--- src/rtl/mem_req_ctrl.sv ---
// MEM-stage data-memory request controller: loads, stores and sub-word RMW stores over a valid/ready bus.
// Optional statistics counters are enabled by defining MEM_REQ_STATS_EN.
module mem_req_ctrl #(
  parameter int TIMEOUT = 64,
  parameter int CNT_W   = 16
) (
  input  logic        cpu_clk,
  input  logic        cpu_rstn,
  input  logic        op_valid,
  input  logic        op_we,
  input  logic [2:0]  op_funct3,
  input  logic [31:0] op_addr,
  input  logic [31:0] op_wdata,
  output logic        stall,
  output logic [31:0] rdata,
  output logic        done,
  output logic        err,
  output logic        cvalid,
  output logic [31:0] caddr,
  output logic [31:0] cdata,
  output logic        cpu_req_rw,
  input  logic [31:0] dm_out,
  input  logic        cready
`ifdef MEM_REQ_STATS_EN
  ,
  output logic [31:0] req_count,
  output logic [31:0] stall_count
`endif
);

  typedef enum logic [2:0] {IDLE, REQ, RMW_RD, MERGE, RMW_WR, DONE} state_e;

  localparam logic [CNT_W-1:0] TO_LAST = CNT_W'(TIMEOUT - 1);
  localparam logic [CNT_W-1:0] CNT_ONE = CNT_W'(1);

  state_e           state_q;
  logic             cvalid_q;
  logic             rw_q;
  logic             done_q;
  logic             err_q;
  logic [31:0]      caddr_q;
  logic [31:0]      cdata_q;
  logic [31:0]      rdata_q;
  logic [31:0]      merge_q;
  logic [1:0]       offs_q;
  logic [1:0]       size_q;
  logic             uns_q;
  logic [15:0]      wd_q;
  logic [CNT_W-1:0] cnt_q;

  logic [31:0] load_d;
  logic [31:0] merge_d;
  logic [7:0]  lane_b;
  logic [15:0] lane_h;
  logic        misaligned;
  logic        subword;
  logic        handshake;
  logic        timeout_hit;

  // Size comes from funct3[1:0] (00 byte, 01 half, else word); funct3[2] selects zero-extension.
  always_comb begin
    misaligned  = ((op_funct3[1:0] == 2'b01) && op_addr[0]) ||
                  (op_funct3[1] && (op_addr[1:0] != 2'b00));
    subword     = !op_funct3[1];
    handshake   = cvalid_q && cready;
    timeout_hit = cvalid_q && !cready && (cnt_q == TO_LAST);
  end

  always_comb begin
    lane_b = dm_out[{offs_q, 3'b000} +: 8];
    lane_h = offs_q[1] ? dm_out[31:16] : dm_out[15:0];
    case (size_q)
      2'b00:   load_d = uns_q ? {24'b0, lane_b} : {{24{lane_b[7]}}, lane_b};
      2'b01:   load_d = uns_q ? {16'b0, lane_h} : {{16{lane_h[15]}}, lane_h};
      default: load_d = dm_out;
    endcase
  end

  always_comb begin
    merge_d = merge_q;
    if (size_q == 2'b00) merge_d[{offs_q, 3'b000} +: 8] = wd_q[7:0];
    else                 merge_d[{offs_q[1], 4'b0000} +: 16] = wd_q[15:0];
  end

  assign stall = ((state_q == IDLE) && op_valid) ||
                 ((state_q != IDLE) && (state_q != DONE));

  always_ff @(posedge cpu_clk) begin
    if (cpu_rstn) begin
      state_q  <= IDLE;
      cvalid_q <= 1'b0;
      rw_q     <= 1'b0;
      done_q   <= 1'b0;
      err_q    <= 1'b0;
      caddr_q  <= '0;
      cdata_q  <= '0;
      rdata_q  <= '0;
      merge_q  <= '0;
      offs_q   <= '0;
      size_q   <= '0;
      uns_q    <= 1'b0;
      wd_q     <= '0;
      cnt_q    <= '0;
    end else begin
      done_q <= 1'b0;
      err_q  <= 1'b0;
      if (cvalid_q && !cready) cnt_q <= cnt_q + CNT_ONE;
      case (state_q)
        IDLE: begin
          if (op_valid) begin
            offs_q <= op_addr[1:0];
            size_q <= op_funct3[1:0];
            uns_q  <= op_funct3[2];
            wd_q   <= op_wdata[15:0];
            if (misaligned) begin
              state_q <= DONE;
              done_q  <= 1'b1;
              err_q   <= 1'b1;
            end else begin
              caddr_q  <= {op_addr[31:2], 2'b00};
              cvalid_q <= 1'b1;
              cnt_q    <= '0;
              if (op_we && subword) begin
                rw_q    <= 1'b0;
                state_q <= RMW_RD;
              end else begin
                rw_q    <= op_we;
                state_q <= REQ;
                if (op_we) cdata_q <= op_wdata;
              end
            end
          end
        end
        REQ: begin
          if (handshake) begin
            cvalid_q <= 1'b0;
            if (!rw_q) rdata_q <= load_d;
            state_q  <= DONE;
            done_q   <= 1'b1;
          end else if (timeout_hit) begin
            cvalid_q <= 1'b0;
            state_q  <= DONE;
            done_q   <= 1'b1;
            err_q    <= 1'b1;
          end
        end
        RMW_RD: begin
          if (handshake) begin
            merge_q  <= dm_out;
            cvalid_q <= 1'b0;
            state_q  <= MERGE;
          end else if (timeout_hit) begin
            cvalid_q <= 1'b0;
            state_q  <= DONE;
            done_q   <= 1'b1;
            err_q    <= 1'b1;
          end
        end
        // The gap cycle here keeps cvalid low between the read and the write.
        MERGE: begin
          cdata_q  <= merge_d;
          rw_q     <= 1'b1;
          cvalid_q <= 1'b1;
          cnt_q    <= '0;
          state_q  <= RMW_WR;
        end
        RMW_WR: begin
          if (handshake || timeout_hit) begin
            cvalid_q <= 1'b0;
            state_q  <= DONE;
            done_q   <= 1'b1;
            err_q    <= timeout_hit;
          end
        end
        DONE: state_q <= IDLE;
        default: state_q <= IDLE;
      endcase
    end
  end

  assign rdata      = rdata_q;
  assign done       = done_q;
  assign err        = err_q;
  assign cvalid     = cvalid_q;
  assign caddr      = caddr_q;
  assign cdata      = cdata_q;
  assign cpu_req_rw = rw_q;

`ifdef MEM_REQ_STATS_EN
  logic [31:0] req_count_q;
  logic [31:0] stall_count_q;

  always_ff @(posedge cpu_clk) begin
    if (cpu_rstn) begin
      req_count_q   <= '0;
      stall_count_q <= '0;
    end else begin
      if (handshake) req_count_q <= req_count_q + 32'd1;
      if (stall) stall_count_q <= stall_count_q + 32'd1;
    end
  end

  assign req_count   = req_count_q;
  assign stall_count = stall_count_q;
`else
  // Statistics counters are absent in this build.
`endif

endmodule

--- config.mk ---
export PLATFORM = sky130hd
export DESIGN_NAME = mem_req_ctrl
export DESIGN_NICKNAME = d
export VERILOG_FILES = /design/src/rtl/mem_req_ctrl.sv
export SDC_FILE = /design/constraint.sdc
export NUM_CORES = 1
export LEC_CHECK = 0
export CAP_MARGIN = 25
export CORE_MARGIN = 4
export CORE_UTILIZATION = 44
export DETAILED_ROUTE_END_ITERATION = 10
export PLACE_DENSITY = 0.76
export SLEW_MARGIN = 0
export SYNTH_ARGS = -nofsm -noshare
export SYNTH_HDL_FRONTEND = slang
export SYNTH_SLANG_ARGS = --single-unit
--- constraint.sdc ---
create_clock -name cpu_clk -period 2.3 [get_ports cpu_clk]
set_clock_uncertainty 0.2 [all_clocks]
set_input_delay 0.345 -clock cpu_clk [delete_from_list [all_inputs] [get_ports cpu_clk]]
set_output_delay 0.345 -clock cpu_clk [all_outputs]
set_load 0.05 [all_outputs]
==> flow_metrics.py, run 1 <==
metrics = {
    "run_status": {
        "outcome": "finished, final reports clean",
    },
    "floorplan": {
        "rows": 48,
        "die_x_um": 141.0,
        "ios": 205,
        "die_area_mm2": 0.01989,
        "core_area_mm2": 0.01730,
        "die_height_um": 141.0,
        "initial_core_util_pct": 45.01,
    },
    "worst_setup_path": {
        "rr_worst_depth": 8,
        "worstPathArrival_ps": 1660,
        "crit_type": "reg -> out",
        "cp_cell_sequence": "clkdlybuf4s50_1",
        "cp_slowest_cell": "clkdlybuf4s50_1",
        "max_stage_delay_ps": 840,
        "startpoint_type": "flip-flop",
        "endpoint_kind": "primary output",
        "crit_required_ps": 1750,
        "critical_path.startpoint": "cpu_req_rw$_SDFFE_PP0P_",
        "r2r-end": "cdata[15]$_SDFFE_PP0P_",
        "cp_num_buf_inv": 1,
        "ff2ff_setup_slack_ps": 90,
        "cp_top_family": "buffers and inverters",
        "r2r_start": "offs_q[1]$_SDFFE_PP0P_",
        "path_max_fanout": 3,
    },
    "global_route": {
        "grt_pass1_vias": 7387,
        "grt.overflow.total": 0,
        "antenna_found_initial": 0,
        "grt_max_degree": 55,
        "grt_util_all_layers_pct": 24.03,
        "grt_pass1_wl_mm": 38.66,
    },
    "finish": {
        "drive_gt1_share_pct": 10.54,
        "final_nets": 1273,
        "area_growth_pct": 41.27,
        "final_cell_mix": "219 x nand2_1, 199 x clkdlybuf4s50_1, 169 x dfxtp_1, 124 x a21oi_1, 79 x nor2_1",
        "instances_no_fill": 1401,
        "diodes": 0,
        "final_common_cell": "nand2_1",
        "n_fill_cell": 1524,
    },
    "worst_hold_path": {
        "hold_start": "cpu_rstn",
        "hold_path_depth": 2,
        "hold_class": "in -> reg",
        "worstHoldEndpoint": "rdata[14]$_SDFFE_PP0P_",
    },
    "detailed_routing": {
        "drt.antenna.violating_nets": 0,
        "route.met3.wl_mm": 2.245,
        "wl_mm": 24.44,
        "wl_per_cell_um": 17.44,
        "top_layer_used": "met4",
        "wl_met2_mm": 11.02,
        "post-route-drc-count": 0,
        "vias": 7831,
        "met1_length_mm": 10.70,
        "drtPass1Iterations": 5,
        "drt-initial-drc-count": 537,
        "via_per_inst": 5.590,
    },
    "sta": {
        "setup_viol": 0,
        "tightestPinTransition_ps": 674.1,
        "post-route-period-util_pct": 95.92,
        "fmax_mhz": 453.3,
        "setup_ws_ps": 93.90,
        "drv_slew": 0,
        "rsz0062_at_grt": "false",
        "timing.final.hold_violations": 0,
        "min_period_ps": 2206,
        "slew_headroom_pct": 55.01,
    },
    "synth": {
        "ys_warn_count": 0,
        "synth_area_mm2": 0.007785,
        "synth_cell_types": 57,
        "synthArstFlopShare_pct": 0,
        "synth-edff-count": 0,
        "syn_inst": 957,
        "yosysTopAreaCellShare_pct": 43.72,
        "ys_ff_latch": 170,
        "ys_seq_area_share_pct": 43.72,
        "synth_top_area_cell": "dfxtp_1",
        "synth_top_cells_by_area": "dfxtp_1 44%, nand2_1 11%, a21oi_1 8.0%",
        "synth_flop_cell": "dfxtp_1",
        "avgSynthCellArea_um2": 8.135,
    },
    "cts": {
        "cts_tree": "built",
        "cts_root_buf": "clkbuf_16",
        "clock_sinks": 170,
        "htree_levels": 4,
        "clk_latency_ps": 420,
        "clock_path_buffers": 2,
        "cts_buffers": 17,
        "clk_pin_slew_ps": 70,
    },
    "place": {
        "io_buffers": 202,
        "dp_hpwl_mm": 17.58,
        "dp.cells": 1368,
        "gp_congestion": 0.8892,
        "dp_slack_ps": -339.4,
    },
    "power_and_ir_drop": {
        "ir_worst_vdd_uv": 553.3,
        "power.density_mw_per_mm2": 714.4,
        "leakagePower_nw": 3.787,
    },
    "run": {
        "drv_cap": 0,
    },
}
-- cells in the mapped netlist (4+ instances only) --
cell and instances:
dfxtp_1 170, nand2_1 219, inv_1 6, a211oi_1 52
buf_2 17, a2bb2oi_1 9, nor2b_1 7, a221o_1 16
nor2_1 82, mux2i_1 25, ha_1 6, nand3_1 6
o21a_1 5, a32o_1 15, o21ai_0 12, xnor2_1 9
o2bb2ai_1 6, a21oi_1 124, nor3_1 9, clkbuf_1 51
nand4_1 4, a221oi_1 18, buf_1 5, nand2b_1 18
xor2_1 7, and2_1 5, or3_1 9
-- report_power, final --
group,internal (mW),switching (mW),total (mW)
Sequential,3.08,0.117,3.20
Clock,1.60,1.22,2.82
Combinational,0.734,1.10,1.84
Total,5.41,2.44,7.86
-- how the worst max path moves through the flow --
stage,end,slack [ps],depth (start not counted)
after global routing,stall,20,5
final,cpu_req_rw,90,1
after CTS,cdata[29]$_SDFFE_PP0P_,10,8
after global placement,rdata[17]$_SDFFE_PP0P_,-250,6
after floorplan,cdata[29]$_SDFFE_PP0P_,70,9
after detailed placement,rdata[24]$_SDFFE_PP0P_,-340,6
-- sequential cells by signal, indices dropped and copies added (netlist names), 2 cells and up --
name and cells:
caddr 30, cdata 32, cnt_q 16, merge_q 32
offs_q 2, rdata 32, size_q 2, state_q 3
wd_q 16
-- kinds of logic after synthesis --
group	synth area share [%]
compound gates	23.69
fa+ha+maj	0.9643
mux	3.648
xor+xnor	1.800
flops	43.72
buf+inv	4.420
other cells	0.04817
simple gates	21.71
-- layout make-up --
type                    instances  area [um^2]  area share, %
inverters                       7        27.53         0.2503
well taps                     225        281.5          2.560
flip-flops and latches        170         3407          30.98
repair buffers                262         2579          23.45
multi-input cells             705         4120          37.46
clock inverters                11        112.6          1.024
clock buffers                  21        470.5          4.278
-- worst reg2reg max path: stages (launching register included) --
cell and delay [ps]:
dfxtp_4 360, clkinv_2 70, buf_4 170, ha_1 180, and4b_2 350, a221oi_1 110
a211oi_1 330, a21oi_1 110, a211oi_1 240
-- metrics by stage --
| step | hold slack [ps] | utilization [%] | total power, mW | area, um^2 | setup TNS, ps |
|---|---|---|---|---|---|
| floorplan | 236.1 | - | 4.336 | 7791 | 0 |
| finish | 140.3 | 63.59 | 7.857 | 11000 | 0 |
| global route | 150.4 | 63.59 | 8.175 | 11000 | 0 |
| detailed placement | 246.9 | 59.82 | 5.053 | 10350 | -5299 |
| global placement | 241.1 | 59.82 | 5.028 | 10350 | -4038 |
| CTS | 123.6 | 63.29 | 7.865 | 10950 | 0 |
-- metal layers --
layer / GRT usage, % / vias up
li1: - / 3797
met1: 33.65 / 3668
met2: 36.39 / 331
met3: 6.479 / 35
met4: 7.139 / 0
met5: 0 / -
-- repair_timing --
item	4_1_cts	5_1_grt
setup buffers	0	1
setup endpoints to repair	21	22
hold buffers	0	0
pin swaps	0	5
resized for setup	6	7
Note: power is estimated with default switching activity, not from simulation.
==> inputs of run 2 (changes only) <==
Settings changed: REMOVE_ABC_BUFFERS set to 1.
==> flow_metrics.py, run 2 (synthesis gave the netlist of run 1 again) <==
metrics = {
    "run_status": {
        "outcome": "finished, final reports clean",
    },
    "cts": {
        "cts_root_buf": "clkbuf_16",
        "clk_latency_ps": 430,
        "clk_pin_slew_ps": 70,
        "clock_sinks": 170,
        "htree_levels": 4,
        "cts_buffers": 17,
        "clock_path_buffers": 2,
        "cts_tree": "built",
        "cts_hold_buf": 0,
    },
    "floorplan": {
        "rows": 48,
        "core_area_mm2": 0.01730,
        "die_x_um": 141.0,
        "initial_core_util_pct": 45.01,
        "die_area_mm2": 0.01989,
        "die_height_um": 141.0,
        "ios": 205,
    },
    "place": {
        "io_buffers": 202,
        "gp_congestion": 0.8656,
        "dp_slack_ps": -421.5,
        "dp.cells": 1369,
        "dp_hpwl_mm": 17.39,
    },
    "sta": {
        "drv_slew": 0,
        "post-route-period-util_pct": 96.10,
        "rsz0062_at_grt": "true",
        "tightestPinTransition_ps": 711.0,
        "slew_headroom_pct": 52.60,
        "timing.final.hold_violations": 0,
        "setup_viol": 0,
        "fmax_mhz": 452.4,
        "setup_ws_ps": 89.74,
        "min_period_ps": 2210,
    },
    "finish": {
        "final_nets": 1275,
        "diodes": 0,
        "area_growth_pct": 40.76,
        "n_fill_cell": 1498,
        "drive_gt1_share_pct": 10.29,
        "fin_util_pct": 63.35,
        "multi_input_area_mm2": 0.004093,
        "regArea_mm2": 0.003407,
        "instances_no_fill": 1401,
        "final_cell_mix": "219 x nand2_1, 199 x clkdlybuf4s50_1, 169 x dfxtp_1, 124 x a21oi_1, 79 x nor2_1",
        "final_common_cell": "nand2_1",
    },
    "detailed_routing": {
        "wl_mm": 24.18,
        "post-route-drc-count": 0,
        "drtPass1Iterations": 5,
        "drt-initial-drc-count": 675,
        "vias": 7730,
        "wl_per_cell_um": 17.26,
        "via_per_inst": 5.517,
        "drt.antenna.violating_nets": 0,
    },
    "worst_hold_path": {
        "hold_class": "in -> reg",
    },
    "global_route": {
        "grt_pass1_vias": 7236,
        "grt_max_degree": 60,
        "grt_util_all_layers_pct": 23.77,
        "grt_pass1_wl_mm": 38.02,
        "antenna_found_initial": 0,
        "grt.overflow.total": 0,
    },
    "worst_setup_path": {
        "cp_cell_sequence": "buf_6, nor3_1, a21oi_1, or2_2, buf_4",
        "cp_slowest_cell": "dfxtp_1",
        "path_max_fanout": 19,
        "endpoint_kind": "primary output",
        "cp_top_family": "simple AND/OR/NAND/NOR gates",
        "startpoint_type": "flip-flop",
        "cp_num_buf_inv": 2,
        "max_stage_delay_ps": 350,
        "worstPathArrival_ps": 1670,
        "crit_required_ps": 1750,
        "crit_type": "reg -> out",
    },
    "power_and_ir_drop": {
        "power.density_mw_per_mm2": 716.8,
        "ir_worst_vdd_uv": 574.4,
        "leakagePower_nw": 3.794,
    },
    "run": {
        "drv_cap": 0,
    },
}
run 2: repair_timing:
| action | CTS | global route |
|---|---|---|
| gates resized for setup | 5 | 5 |
| buffers inserted | 0 | 2 |
| pin swaps | 3 | 5 |
| setup endpoints to repair | 26 | 17 |
| endpoints found under the hold margin | 0 | 0 |
run 2: worst register-to-register path: stages (launching register included):
cell and delay [ps]:
dfxtp_4 370, clkinvlp_4 120, ha_4 250, nor4bb_2 280, buf_4 210, a221oi_1 90, a211oi_1 320, a21oi_1 70
a211oi_1 200
run 2: final cells by class:
class / instances / area share, %
multi-input cells: 705 / 37.35
flip-flops and latches: 170 / 31.09
repair buffers: 264 / 23.51
clock buffers: 17 / 3.882
well taps: 225 / 2.569
clock inverters: 13 / 1.325
inverters: 7 / 0.2740
run 2: worst paths after layout:
path,from,to,slack [ps],cells after the start
setup / recovery,state_q[2]$_SDFFE_PP0P_,stall,90,5
hold / removal,cpu_rstn,caddr[18]$_SDFFE_PP0P_,160,2
setup reg to reg,offs_q[1]$_SDFFE_PP0P_,cdata[30]$_SDFFE_PP0P_,100,8
hold reg to reg,caddr[20]$_SDFFE_PP0P_,caddr[20]$_SDFFE_PP0P_,250,2
run 2: stage by stage:
step / hold WS, ps / power [mW] / cell area [um^2] / setup TNS [ps]
finish: 156.7 / 7.854 / 10960 / 0
global route: 163.8 / 8.176 / 10960 / -16.09
CTS: 144.6 / 7.871 / 10910 / 0
detailed placement: 244.0 / 5.051 / 10330 / -7650
global placement: 238.4 / 5.028 / 10330 / -6023
floorplan: 214.1 / 4.249 / 7471 / -106020
run 2: layer usage:
metal  global-route usage (%)  wire length, um  share of wire (%)
met1                    32.26            10610                 44
met3                    5.360             1626                6.7
met5                        0                0                  0
met2                    38.10            11460                 47
met4                    6.833              480                2.0
run 2: where the power goes:
group          internal [mW]  total (mW)  switching, mW
registers               3.08        3.20          0.112
clock network           1.60        2.82           1.22
logic                  0.737        1.84           1.10
total                   5.42        7.85           2.43
